--- config.mk ---
export PLATFORM = sky130hd
export DESIGN_NAME = max_pool_2x2_flat
export DESIGN_NICKNAME = d
export VERILOG_FILES = /design/src/rtl/max_pool_2x2_if.sv /design/src/rtl/max_pool_2x2.sv /design/src/flat_wrapper.sv
export SDC_FILE = /design/constraint.sdc
export NUM_CORES = 2
export LEC_CHECK = 0
export BUFFER_PORTS_ARGS = -buffer_cell sky130_fd_sc_hd__buf_2
export CAP_MARGIN = 0
export CORE_MARGIN = 8
export CORE_UTILIZATION = 50
export DETAILED_ROUTE_END_ITERATION = 12
export PLACE_DENSITY = 0.73
export SLEW_MARGIN = 0
export SYNTH_ARGS = -nofsm -noshare
export SYNTH_HDL_FRONTEND = slang
export SYNTH_SLANG_ARGS = --single-unit
--- constraint.sdc ---
create_clock -name clk -period 6.3 [get_ports clk]
set_input_delay 1.26 -clock clk [delete_from_list [all_inputs] [get_ports clk]]
set_output_delay 1.26 -clock clk [all_outputs]
set_load 0.01 [all_outputs]
--- src/rtl/max_pool_2x2_if.sv ---
// Streaming pixel bus between the convolution stage and the 2x2 max-pool stage.
// The master drives pixels in; the slave (the pooling block) drives pooled results back.
interface max_pool_2x2_if #(
    parameter int WORD_SIZE = 8
);
    logic                 in_valid;
    logic [WORD_SIZE-1:0] in_pixel;
    logic                 out_valid;
    logic [WORD_SIZE-1:0] out_pixel;
    logic                 frame_done;

    modport master (
        output in_valid,
        output in_pixel,
        input  out_valid,
        input  out_pixel,
        input  frame_done
    );

    modport slave (
        input  in_valid,
        input  in_pixel,
        output out_valid,
        output out_pixel,
        output frame_done
    );
endinterface

--- src/rtl/max_pool_2x2.sv ---
// 2x2 max pooling over a raster-order pixel stream.
// Even rows fold each horizontal pixel pair into a half-width line buffer.
// Odd rows combine their own pixel pair with the stored value and emit one pooled pixel per 2x2 block.
module max_pool_2x2 #(
    parameter int WORD_SIZE = 8,
    parameter int ROW_SIZE  = 540,
    parameter int NUM_ROWS  = 540
) (
    input  logic           clk,
    input  logic           rst_n,
    max_pool_2x2_if.slave  bus
);

    localparam int CW       = $clog2(ROW_SIZE);
    localparam int RW       = $clog2(NUM_ROWS);
    localparam int LB_DEPTH = ROW_SIZE / 2;
    localparam int LBW      = (LB_DEPTH > 1) ? $clog2(LB_DEPTH) : 1;

    localparam logic [CW-1:0] COL_LAST = CW'(ROW_SIZE - 1);
    localparam logic [RW-1:0] ROW_LAST = RW'(NUM_ROWS - 1);

    typedef enum logic {
        EVEN_ROW = 1'b0,
        ODD_ROW  = 1'b1
    } state_t;

    state_t state;
    state_t next_state;

    logic [CW-1:0]        col;
    logic [RW-1:0]        row;
    logic [WORD_SIZE-1:0] pair_reg;
    logic [WORD_SIZE-1:0] line_buf [LB_DEPTH];

    logic [LBW-1:0]       lb_idx;
    logic [WORD_SIZE-1:0] lb_rd;
    logic [WORD_SIZE-1:0] pair_max;
    logic [WORD_SIZE-1:0] quad_max;
    logic                 col_last;
    logic                 row_last;
    logic                 lb_we;
    logic                 out_load;
    logic                 last_out;

    // Position decode and the unsigned max tree for the current block.
    always_comb begin
        col_last = (col == COL_LAST);
        row_last = (row == ROW_LAST);
        lb_idx   = LBW'(col >> 1);
        lb_rd    = line_buf[lb_idx];
        pair_max = (bus.in_pixel > pair_reg) ? bus.in_pixel : pair_reg;
        quad_max = (lb_rd > pair_max) ? lb_rd : pair_max;
    end

    // Raster position: column advances per accepted pixel, row advances on column wrap.
    always_ff @(posedge clk or negedge rst_n) begin
        if (!rst_n) begin
            col <= '0;
            row <= '0;
        end else if (bus.in_valid) begin
            if (col_last) begin
                col <= '0;
                row <= row_last ? '0 : row + RW'(1);
            end else begin
                col <= col + CW'(1);
            end
        end
    end

    // Row-parity state register.
    always_ff @(posedge clk or negedge rst_n) begin
        if (!rst_n) begin
            state <= EVEN_ROW;
        end else begin
            state <= next_state;
        end
    end

    // Flip between even and odd rows each time a row completes.
    always_comb begin
        next_state = state;
        if (bus.in_valid && col_last) begin
            next_state = (state == EVEN_ROW) ? ODD_ROW : EVEN_ROW;
        end
    end

    // On the second pixel of each pair: store to the line buffer on even rows, emit on odd rows.
    always_comb begin
        lb_we    = 1'b0;
        out_load = 1'b0;
        last_out = 1'b0;
        if (bus.in_valid && col[0]) begin
            case (state)
                EVEN_ROW: lb_we = 1'b1;
                ODD_ROW: begin
                    out_load = 1'b1;
                    last_out = row_last && col_last;
                end
                default: ;
            endcase
        end
    end

    // Hold the first pixel of each horizontal pair.
    always_ff @(posedge clk or negedge rst_n) begin
        if (!rst_n) begin
            pair_reg <= '0;
        end else if (bus.in_valid && !col[0]) begin
            pair_reg <= bus.in_pixel;
        end
    end

    // Line buffer is always rewritten on an even row before the odd row reads it, so it needs no reset.
    always_ff @(posedge clk) begin
        if (lb_we) begin
            line_buf[lb_idx] <= pair_max;
        end
    end

    // Registered pooled output; the pixel value holds between valid cycles.
    always_ff @(posedge clk or negedge rst_n) begin
        if (!rst_n) begin
            bus.out_valid  <= 1'b0;
            bus.frame_done <= 1'b0;
            bus.out_pixel  <= '0;
        end else begin
            bus.out_valid  <= out_load;
            bus.frame_done <= last_out;
            if (out_load) begin
                bus.out_pixel <= quad_max;
            end
        end
    end

endmodule
--- src/flat_wrapper.sv ---
// flat-port wrapper written by rule: the top's interface ports become plain ports
module max_pool_2x2_flat 
#(
    parameter int WORD_SIZE = 8,
    parameter int ROW_SIZE  = 540,
    parameter int NUM_ROWS  = 540
)
  (clk, rst_n, bus_in_valid, bus_in_pixel, bus_out_valid, bus_out_pixel, bus_frame_done);
  max_pool_2x2_if #(.WORD_SIZE(WORD_SIZE)) bus_i ();
  input  logic clk;
  input  logic rst_n;
  input wire logic [$bits(bus_i.in_valid)-1:0] bus_in_valid;
  input wire logic [$bits(bus_i.in_pixel)-1:0] bus_in_pixel;
  output wire logic [$bits(bus_i.out_valid)-1:0] bus_out_valid;
  output wire logic [$bits(bus_i.out_pixel)-1:0] bus_out_pixel;
  output wire logic [$bits(bus_i.frame_done)-1:0] bus_frame_done;
  assign bus_i.in_valid = bus_in_valid;
  assign bus_i.in_pixel = bus_in_pixel;
  assign bus_out_valid = bus_i.out_valid;
  assign bus_out_pixel = bus_i.out_pixel;
  assign bus_frame_done = bus_i.frame_done;
  max_pool_2x2 #(.WORD_SIZE(WORD_SIZE), .ROW_SIZE(ROW_SIZE), .NUM_ROWS(NUM_ROWS)) u_core (.clk(clk), .rst_n(rst_n), .bus(bus_i));
endmodule
# After elaboration in Yosys (flattened, before gate mapping)
# Memory sizes are Yosys's and may differ from the RTL's.
# Index checks and enable logic that the tools add are counted.
# classes
muxes	12
eq_ne	2
shift	0
n_reduce_logical	6
order_cmp	2
div_mod_pow	0
n_addsub	2
multipliers	0
bitwise	0
# ops
op	n
$add A10 B1 Y10 const B	2
$eq A10 B10 Y1 const B	2
$mux W10	2
$gt A8 B8 Y1	2
$mux W8	2
$mux W1	8
$logic_and A1 B1 Y1	4
$reduce_and A2 Y1	1
$logic_not A1 Y1	1
# totals
elab_cells	32
memories	1
input_bits	11
mem_bits_ro	0
latch_bits	0
ramBits	2160
reg_bits	39
output_inout_bits	10
# memory_table
name	words	word_bits	rd	rd_ports_with_merged_regs	wr	line	rtl
u_core.line_buf	270	8	1	0	1	max_pool_2x2.sv:33	logic [WORD_SIZE-1:0] line_buf [LB_DEPTH];

# Depth between registers and ports, before layout
# logic_depth
depth_word	4
ltp_mapped	23
ltp_nobuf	18

# Least setup slack after synthesis
# No wires, ideal clock.
# synth_path
path_type	input to register
from	in bus_in_pixel[1]
to	reg u_core.bus.out_pixel[3]
cell_stages	18
setup_ns	0.126
path_slack_ns	-0.261
path_buffers	1
arrival_ns	6.435
cell_sequence	ha_1 -> nor2b_1 -> o21a_1 -> o21ai_0 -> a21oi_1 -> o22a_1 -> clkbuf_1 -> mux2_2 -> inv_1 -> ha_1 -> nor2b_1 -> o21a_1 -> o21a_1 -> o21ai_0 -> a21oi_1 -> a211oi_1 -> nor3_1 -> a221o_1
# synth_between
elab_chain_len	4
# synth_rtl
item	line	rtl
start: declaration	flat_wrapper.sv:13	input wire logic [$bits(bus_i.in_pixel)-1:0] bus_in_pixel;
$gt A8 B8 Y1	max_pool_2x2.sv:51	pair_max = (bus.in_pixel > pair_reg) ? bus.in_pixel : pair_reg;
$mux W8 (*)	max_pool_2x2.sv:51	
net u_core.pair_max[1]	max_pool_2x2.sv:37	logic [WORD_SIZE-1:0] pair_max;
$gt A8 B8 Y1 (*)	max_pool_2x2.sv:52	quad_max = (lb_rd > pair_max) ? lb_rd : pair_max;
$mux W8 (*)	max_pool_2x2.sv:52	
end signal: assignment	max_pool_2x2.sv:130	bus.out_pixel <= quad_max;
end: declaration	max_pool_2x2_if.sv:24	output out_pixel,
# Mark *: on every way through the listed nets, which the timed path passes. The rest lies on a longest branch.
# A chain may end at the register's enable or synchronous reset.

# Worst setup path after layout
# layout_path
from	reg u_core.col[1]
to	reg u_core.bus.out_pixel[4]
# layout_between
elab_chain_len	3
# layout_rtl
item	line	rtl
start: declaration	max_pool_2x2.sv:30	logic [CW-1:0] col;
start signal: assignment	max_pool_2x2.sv:65	col <= col + CW'(1);
$mem_v2 Z270 W8 (*)	n/a	
$gt A8 B8 Y1	max_pool_2x2.sv:52	
$mux W8 (*)	max_pool_2x2.sv:52	
# Every way passes the cells marked *; elsewhere a longest branch is shown, timed or not.

==> metrics.md <==
| Metric | Value |
|---|---|
| CTS Buf Count | `207` |
| Largest regs | `u_core.line_buf x2160, u_core.col x10, u_core.row x10` |
| Yosys warns | `0` |
| DRT antenna net count | `0` |
| # placed instances | `6187` |
| Worst r2r dst | `u_core.bus.out_pixel[4]$_DFFE_PN0P_` |
| Critical path class | `flip-flop to flip-flop` |
| Sequential share of power | `0.418` |
| Nets@finish | `4192` |
| WL final | `210.1 mm` |
| Worst Hold Launch | `u_core.row[7]$_DFFE_PN0P_` |
| EDFF count, synth | `2160` |
| Period utilization | `0.9439` |
| Number of DRC markers in iteration 0 | `5847` |
| Post-CTS Resized | `0` |
| Switching pwr | `13.37 mW` |
| Routability-driven placement congestion ratio | `0.8761` |
| Global-route wire length before repair | `303.5 mm` |
| Outcome | `finished clean` |
| Biggest register | `u_core.line_buf` |
| Flop2flop setup slack | `0.35 ns` |
| Hold EP | `u_core.row[7]$_DFFE_PN0P_` |
| Largest net degree at the start of global routing | `242` |
| I/O Pins | `21` |
| Hold WC Path Type | `flip-flop to flip-flop` |
| Max cap viols | `0` |
| CTS Root Cell | `clkbuf_16` |
| H-tree levels | `4` |
| Syn Area/Cell | `21.37 um^2` |
| Clock Path Buffers | `3` |
| Pwr dens | `449.9 mW/mm^2` |
| Share of layout cells above drive strength 1 | `0.2515` |
| Reg-to-Reg Start | `u_core.col[1]$_DFFE_PN0P_` |
| Crit start category | `flip-flop` |
| Initial antenna violation count | `6` |
| Vias in the first global route | `42250` |
| Max reg flops | `2160` |
| Die W | `430.6 um` |
| Internal power | `29.92 mW` |
| CP endpoint kind | `flip-flop` |
| Post-synthesis sequential area ratio | `0.7660` |
| CTS tree | `yes` |
| RSZ-0062 raised after global routing | `false` |
| Core ar. | `0.1712 mm^2` |
| DP Area | `0.08927 mm^2` |
| Hold path cells | `1` |
| R2R depth | `16` |
| WL per Instance | `31.93 um` |
| Final non-filler cell area | `0.09620 mm^2` |
| Worst Tran Pin Value | `1.286 ns` |
| Port Buf Inserts | `20` |
| Comb pwr share | `0.290` |
| Switching fraction of total power | `0.3088` |
| Vias | `42440` |
| CP Data Arrival Time | `6.69 ns` |
| # setup viols final | `0` |
| TNS Setup | `0 ns` |
| Initial core utilization | `0.5022` |
| Fin. max-slew vios | `0` |
| Vias per cell | `6.451` |
| Synthesized Nets | `4052` |
| Skew-Pair Late Insertion Delay | `0.85 ns` |
| Ys flop type | `edfxtp_1` |
| CP Max Fanout | `26` |
| Die height | `430.6 um` |
| Clk_skew | `0.05487 ns` |
| DP Wirelength | `125.0 mm` |
| Most common cell after layout, fill and taps aside | `edfxtp_1` |
| Number of remaining DRC errors | `0` |
| Mapped Area | `0.08595 mm^2` |
| Row count | `152` |
| CP required | `7.04 ns` |
| Synth cell types | `65` |
| Area Overhead vs Synth | `11.92%` |
| CTS sink cnt | `2199` |
| Reg clk slew, reported paths | `0.06 ns` |
| Setup bufs post-CTS | `0` |
| Asr flop ratio synth | `0.01774` |
| Cells after Synth | `4023` |
| Worst VDD drop | `0.0005225 V` |
| Slew margin rel. | `0.1428` |
| Total grt overflow | `0` |
| Clk network pwr share | `0.293` |
| Fin crit period | `5.947 ns` |
| Non-Filler Instances | `6579` |
| Leakage | `29.89 nW` |
| Fmax | `0.1682 GHz` |
| Final hold viol count | `0` |
| Die Footprint | `0.1854 mm^2` |
| Gr usage total | `0.2237` |
| Slowest cell on crit path | `dfrtp_4` |
| Most frequent cells in the layout | `edfxtp_1 (2160), mux4_2 (574), nor2_1 (311), clkbuf_16 (210), mux2i_1 (129)` |
| Pre-antenna DRT Iters | `7` |
| CP max stage delay | `0.87 ns` |
| #FFs+latches synth | `2199` |
| Worst path cell trace | `buf_12 -> mux4_2 -> mux4_2 -> a32oi_1 -> nand3_1 -> nor4_1 -> nand3_1 -> ha_1 -> nor2b_1 -> o21a_1 -> o21a_1 -> o21ai_0 -> a21oi_1 -> a211o_1 -> and4_1 -> o31ai_1` |
| Hold buffers post-CTS | `0` |
## layer usage
layer  up-vias  wire length [um]  global-route usage
met5         -                80                   0
met4         8              8287             0.08504
met3       413             22700             0.05711
met2      2583             99980              0.3495
met1     22430             79010              0.3070
li1      17010                 -                   -
## power groups by stage
| stage | combinational [mW] | sequential [mW] | clock [mW] |
|---|---|---|---|
| final | 12.5 | 18.1 | 12.7 |
| after global routing | 13.1 | 18.1 | 13.3 |
| after CTS | 12.5 | 18.1 | 12.8 |
| after detailed placement | 12.5 | 18.4 | 0 |
| after global placement | 12.3 | 18.4 | 0 |
| after floorplan | 8.07 | 18.2 | 0 |
## worst max path at each step
stage | start | to | slack [ns] | cells past startpoint
finish | u_core.col[1]$_DFFE_PN0P_ | u_core.bus.out_pixel[4]$_DFFE_PN0P_ | 0.35 | 16
detailed placement | u_core.col[1]$_DFFE_PN0P_ | u_core.bus.out_pixel[4]$_DFFE_PN0P_ | 0.44 | 16
CTS | u_core.col[1]$_DFFE_PN0P_ | u_core.bus.out_pixel[4]$_DFFE_PN0P_ | 0.43 | 16
global route | u_core.col[1]$_DFFE_PN0P_ | u_core.bus.out_pixel[4]$_DFFE_PN0P_ | 0.1 | 16
global placement | u_core.col[1]$_DFFE_PN0P_ | u_core.bus.out_pixel[6]$_DFFE_PN0P_ | 0.51 | 16
floorplan | bus_in_pixel[1] | u_core.bus.out_pixel[3]$_DFFE_PN0P_ | 0.05 | 16
## worst max-delay path: cells and delay by family (launching register included)
family / cells / cell delay, ns
AND/OR/NAND/NOR: 5 / 1.69
AO/OA/AOI/OAI: 7 / 1.49
multiplexers: 2 / 1.01
flip-flops: 1 / 0.87
adder cells (fa/ha/maj): 1 / 0.40
buffers and inverters: 1 / 0.31
## logic make-up after synthesis
| kind of cell | count (synthesis) | synth area share |
|---|---|---|
| XOR/XNOR | 11 | 0.001121 |
| buffers and inverters | 263 | 0.01486 |
| AO/OA/AOI/OAI | 239 | 0.01901 |
| flip-flops | 2199 | 0.7660 |
| AND/OR/NAND/NOR | 568 | 0.02812 |
| adder cells (fa/ha/maj) | 18 | 0.002620 |
| multiplexers | 725 | 0.1683 |
## layout make-up
type                    instances  area, um^2
clock inverters               127        1430
well taps                    2233        2794
clock buffers                 261        5487
fillers                     12220       74970
diodes                          4       10.01
flip-flops and latches       2199       65850
inverters                      32       127.6
repair buffers                162        1491
multi-input cells            1561       19000
## stage by stage
stage | setup slack, ns | util | hold WS (ns) | power (mW)
2_1_floorplan | 0.05081 | - | 0.4562 | 26.32
3_3_place_gp | 0.5093 | 0.5216 | 0.4793 | 30.61
3_5_place_dp | 0.4376 | 0.5216 | 0.4830 | 30.82
4_1_cts | 0.4342 | 0.5620 | 0.4965 | 43.35
5_1_grt | 0.09979 | 0.5620 | 0.5223 | 44.49
6_report | 0.3533 | 0.5620 | 0.4940 | 43.28
## cell usage after synthesis, types with 4 or more instances
| cell | instances | area share |
|---|---|---|
| mux2i_1 | 129 | 0.015 |
| o21ai_1 | 4 | 0.00023 |
| a2111oi_0 | 4 | 0.00041 |
| buf_4 | 26 | 0.0023 |
| o221ai_1 | 8 | 0.00082 |
| nor4_1 | 6 | 0.00044 |
| buf_2 | 58 | 0.0034 |
| nor2_1 | 312 | 0.014 |
| buf_1 | 20 | 0.00087 |
| or3_1 | 5 | 0.00036 |
| a211oi_1 | 11 | 0.00096 |
| ha_1 | 18 | 0.0026 |
| and3_1 | 11 | 0.00080 |
| a21oi_1 | 40 | 0.0023 |
| nand4_1 | 13 | 0.00095 |
| xor2_1 | 4 | 0.00041 |
| o31ai_1 | 8 | 0.00070 |
| mux2_2 | 21 | 0.0028 |
| a22oi_1 | 22 | 0.0019 |
| o21a_1 | 4 | 0.00035 |
| mux4_2 | 574 | 0.15 |
| buf_6 | 16 | 0.0021 |
| a221oi_1 | 5 | 0.00051 |
| o22ai_1 | 34 | 0.0025 |
| a31oi_1 | 7 | 0.00051 |
| nor2b_1 | 18 | 0.0013 |
| xnor2_1 | 7 | 0.00071 |
| a32oi_1 | 10 | 0.0010 |
| nand2b_1 | 11 | 0.00080 |
| and2_1 | 7 | 0.00051 |
| a21o_1 | 4 | 0.00035 |
| nand3_1 | 27 | 0.0016 |
| clkbuf_1 | 111 | 0.0048 |
| o21ai_0 | 39 | 0.0023 |
| o22a_1 | 7 | 0.00071 |
| dfrtp_1 | 39 | 0.011 |
| nand2_1 | 123 | 0.0054 |
| edfxtp_1 | 2160 | 0.75 |
| inv_1 | 29 | 0.0013 |
| and4_1 | 4 | 0.00041 |
| nor3_1 | 25 | 0.0015 |
Power figures use the tool's default switching activity.
